<file path="config.mk">
export PLATFORM = sky130hd
export DESIGN_NAME = vx_tensor_wb_serializer
export DESIGN_NICKNAME = d
export VERILOG_FILES = /design/src/rtl/vx_tensor_wb_serializer.sv
export SDC_FILE = /design/constraint.sdc
export NUM_CORES = 1
export LEC_CHECK = 0
export ABC_AREA = 1
export BUFFER_PORTS_ARGS = -buffer_cell sky130_fd_sc_hd__buf_4
export CORE_AREA = 2 2 253 255
export DETAILED_ROUTE_END_ITERATION = 16
export DIE_AREA = 0 0 255 257
export PLACE_DENSITY = 0.63
export SLEW_MARGIN = 25
export SYNTH_ARGS = -nofsm -noshare
export SYNTH_HDL_FRONTEND = slang
export SYNTH_SLANG_ARGS = --single-unit
</file>
<file path="constraint.sdc">
create_clock -name clk -period 23.4 [get_ports clk]
set_clock_uncertainty 0.15 [all_clocks]
set_input_delay 4.68 -clock clk [delete_from_list [all_inputs] [get_ports clk]]
set_output_delay 4.68 -clock clk [all_outputs]
set_load 0.03 [all_outputs]
</file>
<file path="src/rtl/vx_tensor_wb_serializer.sv">
// vx_tensor_wb_serializer: buffers 4x4 fp32 D tiles and streams them out as row beats.
// Optional macro TENSOR_WB_DUAL_BUF_EN selects a 2-entry tile FIFO instead of one tile register.
`ifndef NW_WIDTH
`define NW_WIDTH 4
`endif

module vx_tensor_wb_serializer #(
  parameter int ROWS_PER_BEAT = 1
) (
  input  logic                         clk,
  input  logic                         reset,
  input  logic                         valid_in,
  output logic                         ready_in,
  input  logic [3:0][3:0][31:0]        D_tile,
  input  logic [`NW_WIDTH-1:0]         D_wid,
  output logic                         valid_out,
  input  logic                         ready_out,
  output logic [ROWS_PER_BEAT*128-1:0] data_out,
  output logic [1:0]                   row_idx,
  output logic [`NW_WIDTH-1:0]         wid_out,
  output logic                         last_out,
  output logic                         busy
);
  localparam int NBEATS = 4 / ROWS_PER_BEAT;
  localparam logic [1:0] LAST_BEAT = 2'(NBEATS - 1);

  logic                  w_enq;
  logic                  w_deq;
  logic                  w_release;
  logic                  w_busy;
  logic [3:0][3:0][31:0] w_head_tile;
  logic [`NW_WIDTH-1:0]  w_head_wid;
  logic [1:0]            w_row_base;
  logic [1:0]            r_beat;

  assign w_enq     = valid_in && ready_in;
  assign w_deq     = w_busy && ready_out;
  assign w_release = w_deq && (r_beat == LAST_BEAT);

`ifdef TENSOR_WB_DUAL_BUF_EN
  logic [1:0][3:0][3:0][31:0] r_tile;
  logic [1:0][`NW_WIDTH-1:0]  r_wid;
  logic                       r_wr_ptr;
  logic                       r_rd_ptr;
  logic [1:0]                 r_occ;

  assign w_busy      = (r_occ != 2'd0);
  assign ready_in    = (r_occ != 2'd2);
  assign w_head_tile = r_tile[r_rd_ptr];
  assign w_head_wid  = r_wid[r_rd_ptr];

  always_ff @(posedge clk or posedge reset) begin
    if (reset) begin
      r_tile   <= '0;
      r_wid    <= '0;
      r_wr_ptr <= 1'b0;
      r_rd_ptr <= 1'b0;
      r_occ    <= 2'd0;
    end else begin
      if (w_enq) begin
        r_tile[r_wr_ptr] <= D_tile;
        r_wid[r_wr_ptr]  <= D_wid;
        r_wr_ptr         <= ~r_wr_ptr;
      end
      if (w_release) begin
        r_rd_ptr <= ~r_rd_ptr;
      end
      if (w_enq && !w_release) begin
        r_occ <= r_occ + 2'd1;
      end else if (!w_enq && w_release) begin
        r_occ <= r_occ - 2'd1;
      end
    end
  end
`else
  logic [3:0][3:0][31:0] r_tile;
  logic [`NW_WIDTH-1:0]  r_wid;
  logic                  r_full;

  // Releasing the last beat frees the register in the same cycle, so a new tile can land back-to-back.
  assign w_busy      = r_full;
  assign ready_in    = !r_full || w_release;
  assign w_head_tile = r_tile;
  assign w_head_wid  = r_wid;

  always_ff @(posedge clk or posedge reset) begin
    if (reset) begin
      r_tile <= '0;
      r_wid  <= '0;
      r_full <= 1'b0;
    end else begin
      if (w_enq) begin
        r_tile <= D_tile;
        r_wid  <= D_wid;
        r_full <= 1'b1;
      end else if (w_release) begin
        r_full <= 1'b0;
      end
    end
  end
`endif

  always_ff @(posedge clk or posedge reset) begin
    if (reset) begin
      r_beat <= 2'd0;
    end else if (w_release) begin
      r_beat <= 2'd0;
    end else if (w_deq) begin
      r_beat <= r_beat + 2'd1;
    end
  end

  always_comb begin
    w_row_base = 2'(int'(r_beat) * ROWS_PER_BEAT);
  end

  // Outputs are forced to zero while idle so the post-reset values are well defined.
  always_comb begin
    data_out = '0;
    if (w_busy) begin
      for (int i = 0; i < ROWS_PER_BEAT; i++) begin
        data_out[i*128 +: 128] = w_head_tile[2'(int'(w_row_base) + i)];
      end
    end
  end

  assign valid_out = w_busy;
  assign busy      = w_busy;
  assign last_out  = w_busy && (r_beat == LAST_BEAT);
  assign row_idx   = w_busy ? w_row_base : 2'd0;
  assign wid_out   = w_busy ? w_head_wid : '0;

endmodule

</file>
; ---- Word level (Yosys, flattened, before mapping)
; Index checks and enable logic that the tools add are counted.
[classes]
n_addsub = 1
n_eq_ne = 1
n_mux = 10
n_lt_le_gt_ge = 1
reduce_logical = 8
[op_table]
columns = operator, count
row1 = $mux W128, 3
row2 = $bmux W128 S2, 1
row3 = $mux W2, 3
row4 = $logic_and A1 B1 Y1, 4
row5 = $lt A2 B4 Y1 const B, 1
row6 = $mux W4, 1
row7 = $reduce_bool A2 Y1, 2
row8 = $add A2 B1 Y2 const B, 1
row9 = $eq A2 B2 Y1 const B, 1
row10 = $mux W1, 2
row11 = $logic_not A1 Y1, 1
row12 = $logic_or A1 B1 Y1, 1
[totals]
regBits = 519
wordCells = 40
out_inout_bits = 138

; ---- Longest topological paths before layout
[logic_depth]
depth_word = 5
depth_mapped = 9
mapped_depth_nobuf = 6

; ---- Worst setup path after synthesis
; OpenSTA, ideal clock, no wires.
[synth_path]
path_type = input to output
from = input port ready_out
to = output port ready_in
cell_stages = 4
required_time_ns = 18.570
slack_ns = 13.340
t_arrival_ns = 5.230
cell_sequence = nand2_1 nand2_2 buf_4 buf_2
[synth_via]
elab_chain_len = 3
[synth_lines]
columns = item, line
row1 = start: declaration, 17  ; input logic ready_out,
row2 = $logic_and A1 B1 Y1, 37  ; assign w_deq = w_busy && ready_out;
row3 = $logic_and A1 B1 Y1, 38  ; assign w_release = w_deq && (r_beat == LAST_BEAT);
row4 = $logic_or A1 B1 Y1, 82  ; assign ready_in = !r_full || w_release;
row5 = end: declaration, 13  ; output logic ready_in,
; No other way between the ends.

; ---- Worst setup path after layout
; Ends and elaborated chain as after synthesis.

==> impl_metrics.tcl <==
set metrics [dict create \
    start_kind "primary input" \
    grt-ovfl-total 0 \
    max_slew_margin_pct 29.06 \
    layout_commonest_cell "nand2_1" \
    clock_latency_ps 610 \
    p_per_area_nw_per_um2 149.6 \
    synth.yosys.warnings 0 \
    ys_types 15 \
    rows 92 \
    dpl_cell_area_sq_um 31650 \
    drt-total-wl_um 91070 \
    synth.avg_cell_area_sq_um 7.050 \
    run_status "finished clean" \
    syn_to_final_growth_pct 26.52 \
    clk_pin_slew_ps 60 \
    synth_compound_area_share_pct 2.443 \
    synth_top_family_by_area "simple AND/OR/NAND/NOR gates" \
    layout_common_cells "1555 x nand2_1, 772 x nand3_1, 682 x buf_4" \
    synth_area_sq_um 26630 \
    hold_path.class "register to register" \
    drc_errors 0 \
    grt_pass1_vias 24335 \
    clock_power_share_pct 18.3 \
    synth-simple-area-share_pct 36.50 \
    endpoint_kind "output port" \
    pin_count 658 \
    whs_ps 316.1 \
    multiInputGateArea_sq_um 10410 \
    wl_met1_um 37630 \
    cap_violations 0 \
    final_area_sq_um 33690 \
    fin_setup_tns_ps 0 \
    cp_slowest_cell "nand2_8" \
    vdd_drop_max_uv 78.81 \
    fin_crit_ps 10440 \
    antenna_found_initial 36 \
    layout-drive-gt1-share_pct 18.24 \
    grt_setup_unrepaired "false" \
    critPathBufInv 2 \
    cts_tree "built" \
    synthAdderAreaFrac_pct 0.04699 \
    start_util_pct 42.44 \
    wire_per_inst_um 17.60 \
    slowest_delay_ps 310 \
    place_congestion 0.8636 \
    whs_endpoint "r_tile[314]" \
    die_height_um 257 \
    cts_hold_buf 0 \
    track_usage_pct 27.23 \
    slew_violations 0 \
    rr_worst_depth 8 \
    hpwl_um 56540 \
    reg2reg_slack_ps 18860 \
    synth_fp_nets 4298 \
    cts_sinks 519 \
    met2_length_um 43290 \
    final_nets 4774 \
    holdPathStages 2 \
    arrival_ps 5610 \
    r2r-end "r_tile[198]" \
    port_buffers 657 \
    hold_viol 0 \
    yosysSeqAreaShare_pct 48.78 \
    p_leak_uw 0.01922 \
    setup_violations 0 \
    topRoutingLayerUsed "met5" \
    switchingPower_uw 2335 \
    n_fill_cell 6300 \
    vias 25409 \
    dieArea_sq_um 65540 \
    htree_levels 2 \
    combPwrFrac_pct 50.7 \
    cp_top_family "simple AND/OR/NAND/NOR gates" \
    power.internal_uw 2705 \
    cts_buffers 59 \
    period_share_pct 44.63 \
    synthCells 3777 \
    core_sq_um 62740 \
    synthXorXnorAreaFrac_pct 0 \
    cts_setup_buffers 0 \
    die_x_um 255 \
    power_uw 5039 \
    cts-root-buf "clkbuf_16" \
    ys_ff_latch 519 \
    path_cells "buf_4 -> nand2_1 -> nand2_8 -> buf_4" \
    tightest_slew_ps 1064 \
    final_core_util_pct 53.70 \
    switching_share_pct 46.33 \
    seqPwrFrac_pct 30.9 \
    seqCellArea_sq_um 13000 \
    ant_nets 0 \
    viasPerCell 4.912 \
    fmaxAchievable_mhz 95.75 \
    drt_iter0_drc 2295 \
    wl_met3_um 6711 \
    critPathMaxFanout 72 \
    cts_resized 0 \
    critPathKind "primary input to output port" \
    crit_top_cell "buf_4" \
    muxShareOfSynthArea_pct 0 \
    worstPathRequired_ps 18570 \
    clock_path_buffers 3 \
    dr.pass1.iters 6 \
    grt_pass1_wl_um 139900 \
    reg2reg_from "r_beat[0]" \
    min_from "r_tile[314]" \
    grt_max_degree 229 \
]
[metrics by stage]
stage	std cells	worst slack, ps
CTS	5143	12970
detailed placement	5036	12970
floorplan	3777	4072
global route	5172	12920
global placement	5036	12970
finish	5173	12960
[how the worst max path moves through the flow]
| stage | from | to | slack, ps | cells past startpoint |
|---|---|---|---|---|
| final | ready_out | ready_in | 12960 | 4 |
| after global routing | ready_out | ready_in | 12920 | 4 |
| after detailed placement | ready_out | ready_in | 12970 | 4 |
| after CTS | ready_out | ready_in | 12970 | 4 |
| after global placement | ready_out | ready_in | 12970 | 4 |
| after floorplan | reset | busy | 4070 | 1 |
[state kept, by name (all words and copies together) (netlist names)]
name and cells:
busy 1, r_wid 4, r_beat 2, r_tile 512
[tightest hold or removal path, cell delays in order, from the launching register on]
cell     delay (ps)
dfrtp_1         340
nand2_1          50
nand2_1          50
[logic make-up after synthesis]
group / after synthesis
AO/OA/AOI/OAI: 130
adder cells (fa/ha/maj): 1
buffers and inverters: 797
flip-flops: 519
AND/OR/NAND/NOR: 2330
[Yosys cell counts]
cell type | n | share of area [%]
nand2_2 | 2 | 0.047
clkbuf_1 | 85 | 1.2
buf_1 | 16 | 0.23
inv_1 | 523 | 7.4
buf_4 | 15 | 0.42
buf_2 | 155 | 2.9
a21oi_1 | 128 | 2.4
nand3_1 | 772 | 15
ha_1 | 1 | 0.047
o21ai_0 | 2 | 0.038
nand4_1 | 1 | 0.024
inv_2 | 1 | 0.014
dfrtp_1 | 519 | 49
nand2_1 | 1555 | 22
buf_6 | 2 | 0.085
[power by group through the flow]
| stage | Clock (uW) | Sequential (uW) | Combinational, uW |
|---|---|---|---|
| after floorplan | 0 | 1510 | 1780 |
| after global placement | 0 | 1550 | 2530 |
| after detailed placement | 0 | 1560 | 2560 |
| after CTS | 943 | 1550 | 2570 |
| after global routing | 976 | 1610 | 2850 |
| final | 924 | 1560 | 2560 |
[metal layers]
layer / vias up / GRT usage (%)
met5: - / 0
met4: 18 / 12.48
met3: 168 / 6.615
met2: 746 / 43.02
met1: 11939 / 35.22
li1: 12538 / -
[final cells by class]
| cell class | instances | share of cell area (%) |
|---|---|---|
| Sequential cell | 519 | 38.57 |
| Multi-Input combinational cell | 2461 | 30.90 |
| Timing Repair Buffer | 688 | 15.58 |
| Inverter | 524 | 5.898 |
| Clock buffer | 95 | 5.356 |
| Tap cell | 846 | 3.142 |
| Clock inverter | 12 | 0.3380 |
| Antenna cell | 28 | 0.2080 |
(Power assumes the default switching activity.)
